## src/rtl/control_unit.sv

```systemverilog
// RISC16 multi-cycle sequencer: fetch, decode, execute and memory phases,
// with latched ALU flags feeding conditional branches.
module control_unit #(
  parameter logic [15:0] PC_RESET = 16'h0000
) (
  input  logic        clk,
  input  logic        reset,
  input  logic [15:0] mem_rdata,
  input  logic        mem_ready,
  input  logic [15:0] alu_y,
  input  logic        alu_c,
  input  logic        alu_n,
  input  logic        alu_z,
  output logic [15:0] mem_addr,
  output logic        mem_rd,
  output logic        mem_wr,
  output logic [3:0]  alu_op,
  output logic [2:0]  r_sel,
  output logic [2:0]  s_sel,
  output logic [2:0]  w_sel,
  output logic        reg_we,
  output logic        wb_sel,
  output logic [2:0]  flags,
  output logic [15:0] pc,
  output logic        halted
);

  typedef enum logic [2:0] {
    S_FETCH,
    S_DECODE,
    S_EXEC,
    S_MEM_RD,
    S_MEM_WR,
    S_HALT
  } state_e;

  localparam logic [3:0] OP_LD  = 4'hD;
  localparam logic [3:0] OP_ST  = 4'hE;
  localparam logic [3:0] OP_BR  = 4'hF;
  localparam logic [3:0] ALU_PASS_R = 4'h1;

  state_e      state_q, state_d;
  logic [15:0] pc_q, pc_d;
  logic [15:0] ir_q, ir_d;
  logic [2:0]  flags_q, flags_d;

  logic [3:0]  op;
  logic [2:0]  rd, rs, rt, cond;
  logic [15:0] off_sx;
  logic        is_alu;
  logic        br_take;

  assign op     = ir_q[15:12];
  assign rd     = ir_q[11:9];
  assign rs     = ir_q[8:6];
  assign rt     = ir_q[5:3];
  assign cond   = ir_q[11:9];
  assign off_sx = {{7{ir_q[8]}}, ir_q[8:0]};
  assign is_alu = (op <= 4'hC);

  // flags_q is {C,N,Z}
  always_comb begin
    br_take = 1'b0;
    case (cond)
      3'd0: br_take = 1'b1;
      3'd1: br_take = flags_q[2];
      3'd2: br_take = flags_q[1];
      3'd3: br_take = flags_q[0];
      3'd4: br_take = ~flags_q[2];
      3'd5: br_take = ~flags_q[1];
      3'd6: br_take = ~flags_q[0];
      default: br_take = 1'b0;
    endcase
  end

  always_ff @(posedge clk or posedge reset) begin
    if (reset) begin
      state_q <= S_FETCH;
      pc_q    <= PC_RESET;
      ir_q    <= 16'h0000;
      flags_q <= 3'b000;
    end else begin
      state_q <= state_d;
      pc_q    <= pc_d;
      ir_q    <= ir_d;
      flags_q <= flags_d;
    end
  end

  always_comb begin
    state_d  = state_q;
    pc_d     = pc_q;
    ir_d     = ir_q;
    flags_d  = flags_q;
    mem_addr = 16'h0000;
    mem_rd   = 1'b0;
    mem_wr   = 1'b0;
    alu_op   = 4'h0;
    r_sel    = 3'd0;
    s_sel    = 3'd0;
    w_sel    = 3'd0;
    reg_we   = 1'b0;
    wb_sel   = 1'b0;
    halted   = 1'b0;

    unique case (state_q)
      S_FETCH: begin
        mem_addr = pc_q;
        mem_rd   = 1'b1;
        if (mem_ready) begin
          ir_d    = mem_rdata;
          pc_d    = pc_q + 16'd1;
          state_d = S_DECODE;
        end
      end
      S_DECODE: begin
        r_sel  = rs;
        s_sel  = rt;
        alu_op = is_alu ? op : 4'h0;
        unique case (1'b1)
          is_alu:       state_d = S_EXEC;
          (op == OP_LD): state_d = S_MEM_RD;
          (op == OP_ST): state_d = S_MEM_WR;
          (op == OP_BR): state_d = S_EXEC;
          default:      state_d = S_FETCH;
        endcase
      end
      S_EXEC: begin
        state_d = S_FETCH;
        if (is_alu) begin
          alu_op  = op;
          r_sel   = rs;
          s_sel   = rt;
          w_sel   = rd;
          reg_we  = 1'b1;
          flags_d = {alu_c, alu_n, alu_z};
        end else if (op == OP_BR) begin
          if (cond == 3'b111) begin
            state_d = S_HALT;
          end else if (br_take) begin
            pc_d = pc_q + off_sx;
          end
        end
      end
      S_MEM_RD: begin
        alu_op   = ALU_PASS_R;
        r_sel    = rs;
        mem_addr = alu_y;
        mem_rd   = 1'b1;
        if (mem_ready) begin
          reg_we  = 1'b1;
          w_sel   = rd;
          wb_sel  = 1'b1;
          state_d = S_FETCH;
        end
      end
      S_MEM_WR: begin
        alu_op   = ALU_PASS_R;
        r_sel    = rs;
        s_sel    = rt;
        mem_addr = alu_y;
        mem_wr   = 1'b1;
        if (mem_ready) begin
          state_d = S_FETCH;
        end
      end
      S_HALT: begin
        halted = 1'b1;
      end
      default: state_d = S_FETCH;
    endcase
  end

  assign flags = flags_q;
  assign pc    = pc_q;

endmodule
```

## config.mk

```make
export PLATFORM = sky130hd
export DESIGN_NAME = control_unit
export DESIGN_NICKNAME = d
export VERILOG_FILES = /design/src/rtl/control_unit.sv
export SDC_FILE = /design/constraint.sdc
export NUM_CORES = 1
export LEC_CHECK = 0
export CAP_MARGIN = 20
export CORE_MARGIN = 2
export CORE_UTILIZATION = 30
export CTS_CLUSTER_DIAMETER = 100
export DETAILED_ROUTE_END_ITERATION = 8
export GPL_TIMING_DRIVEN = 1
export PLACE_DENSITY_LB_ADDON = 0.1
export SYNTH_ARGS = -nofsm -noshare
export SYNTH_HDL_FRONTEND = slang
export SYNTH_SLANG_ARGS = --single-unit
```

## constraint.sdc

```tcl
create_clock -name clk -period 8.25 [get_ports clk]
set_clock_uncertainty 0.05 [all_clocks]
set_input_delay 1.65 -clock clk [delete_from_list [all_inputs] [get_ports clk]]
set_output_delay 1.65 -clock clk [all_outputs]
set_load 0.1 [all_outputs]
```

==> run_results.csv <==
group,metric,value,unit
clock_network,cts_tree,"yes",
timing,hold_violations,0,
grt,grt-ovfl-total,0,
drt,drt_wl_total,7.91,mm
floorplan,core_area,8760,um^2
place,placed_area,3710,um^2
synth,synthArstFlopShare,100,%
synth,synth.distinct_cells,52,
floorplan,rows,34,
floorplan,die_area,9840,um^2
synth,yosysWarnings,0,
layout,antenna_cells,0,
drt,ant_nets,0,
hold_path,hp-class,"register to register",
timing,fin_crit_sh,66.1,%
flow_run,maxCapViolations,0,
layout,fin_cells,503,
grt,antenna_found_initial,0,
synth,synth.most_common_cell,"dfrtp_1",
power,p_leak,1.55,nW
drt,dr_wl_met2,3.67,mm
power,ir_worst_vdd,0.0697,mV
place,hpwl,5.77,mm
synth,netlist_top_cells_area,"dfrtp_1 (35%), mux2_2 (7.5%), o21ai_0 (6.3%)",
layout,utilization,43.7,%
drt,dr.pass1.iters,4,
clock_network,cts-htree-levels,2,
clock_network,cts_num_sinks,38,
drt,via_per_inst,5.16,
critical_path,startpoint_type,"input port",
critical_path,worstPathRequired,6.55,ns
drt,topRoutingLayerUsed,"met4",
drt,wirelength_met1,3.85,mm
layout,area_delta_synth_final,41.0,%
synth,syn-cell-area,2720,um^2
synth,syn_inst,308,
synth,syn_nets,355,
timing,rsz0062_at_grt,"no",
clock_network,post_cts_buffers,0,
synth,synth-edff-count,0,
timing,min_period,5.45,ns
synth,synth_common_cells,"dfrtp_1 (38), nand2_1 (36), o21ai_0 (34), mux2_2 (18)",
grt,track_usage,16.0,%
run_status,outcome,"finished clean",
timing,setup_viol,0,
timing,hold_ws,0.451,ns
drt,vias,2593,
clock_network,clock_latency,0.29,ns
clock_network,root_buffer,"clkbuf_8",
layout,fillCellCount,862,
synth,yosysSeqAreaShare,35.0,%
floorplan,initial_core_util,31.0,%
clock_network,cts_resized,0,
drt,met3_length,273,um
timing,drv_slew,0,
timing,fmax,0.184,GHz
clock_network,clk_pin_slew,0.08,ns
critical_path,cp_max_fo,5,
layout,fin_area,3830,um^2
timing,maxSlewHeadroom,33.7,%
synth,yosys.area.top_type,"dfrtp_1",
floorplan,dieHeight,99.2,um
grt,grt_pass1_vias,2522,
synth,yosys.area.top_type_share,35.0,%
power,p_per_area,113,nW/um^2
floorplan,die_w,99.2,um
layout,finalNetCount,441,
critical_path,path_class,"input port to output pin",
drt,drc,0,
critical_path,cp.arrival,3.75,ns
place,io_buffer_count,90,
critical_path,end_kind,"output pin",
drt,wire_per_inst,15.7,um
grt,grt_pass1_wl,12.7,mm
synth,synth_flop_cell,"dfrtp_1",
timing,setup_tns,0,ns
grt,grt_max_degree,39,
clock_network,cts_buffer_depth,2,
floorplan,io_pins,91,
timing,tightest_slew,0.992,ns
clock_network,ctsHoldBuffers,0,
drt,drt_iter0_drc,87,
synth,synth_seq_cells,38,
place,gp_congestion,0.806,
clock_network,numCtsBuffers,5,
synth,avgSynthCellArea,8.82,um^2
layout,drive_above_1_share,10.9,%
place,post-place-cells,494,
cell type report:
cell class	count	area [um^2]	area share [%]
clock buffers	5	68.8	1.80
clock inverters	3	40.0	1.05
inverters	4	15.0	0.392
multi-input cells	249	1670	43.6
flip-flops and latches	38	951	24.8
well taps	108	135	3.53
repair buffers	96	950	24.8
cells in the final DEF (no fill, tap or decap), types with 2 or more instances in the layout:
cell type,count
dfrtp_1,38
a211o_1,3
a211oi_1,2
ha_1,8
nor3b_1,4
nor2_1,13
clkbuf_8,5
a21o_1,4
nand2b_1,3
nor4_1,2
xor2_1,11
mux2_2,18
o31ai_1,2
buf_4,5
a21oi_1,17
o21ai_0,34
and3_1,6
or4_4,2
nand4_1,4
a22oi_1,17
o21a_1,2
xnor2_1,4
nor2b_1,8
clkinv_2,2
o211a_1,3
inv_1,4
nand3_1,4
nand2_1,36
clkdlybuf4s50_1,90
and2_1,12
nor3_1,8
power breakdown:
group | leakage (nW) | switching [mW] | internal [mW] | total, mW
clock | 0.0579 | 0.0714 | 0.0891 | 0.161
sequential | 0.455 | 0.0101 | 0.193 | 0.203
combinational | 1.03 | 0.0390 | 0.0287 | 0.0676
total | 1.55 | 0.121 | 0.311 | 0.432
state kept, by name, indices dropped and copies added (netlist names):
register,cells
state_q,3
flags,3
ir_q,16
pc,16
metal layers:
| metal | track usage, % | vias to the layer above |
|---|---|---|
| li1 | - | 1293 |
| met1 | 22.6 | 1227 |
| met2 | 25.5 | 59 |
| met3 | 2.81 | 14 |
| met4 | 4.21 | 0 |
| met5 | 0 | - |
stage by stage:
stage	setup slack [ns]	power [mW]
finish	2.80	0.432
global route	2.58	0.449
CTS	2.78	0.438
detailed placement	2.79	0.275
global placement	2.83	0.275
floorplan	2.54	0.244
worst max-delay path: stages:
cell and delay [ns]:
clkdlybuf4s50_1 0.55, and3b_1 0.20, nor2_1 0.09, nor2b_1 0.12, clkdlybuf4s50_1 1.14
kinds of logic (layout without fill, tap and decap cells):
group                      count (synthesis)  after routing  synth area share, %
and+or+nand+nor                          113            113                 22.4
AOI/OAI and AO/OA                         93             93                 21.6
DFF                                       38             38                 35.0
buffers and inverters                     21            108                 3.91
muxes                                     19             19                 7.83
xor gates and xnor gates                  15             15                 4.83
adders and majority gates                  9              9                 4.42
final timing paths:
check                      startpoint        to  slack [ns]  depth (start not counted)
setup / recovery            mem_ready  w_sel[0]        2.80                          5
hold / removal                 pc[15]    pc[15]        0.45                          1
setup reg to reg           state_q[2]    pc[14]        4.43                         10
hold reg to reg                pc[15]    pc[15]        0.45                          1
max in group asynchronous       reset    pc[11]        6.08                          3
min in group asynchronous       reset   ir_q[5]        1.72                          3
No activity file was read; power rests on OpenSTA's default activity.
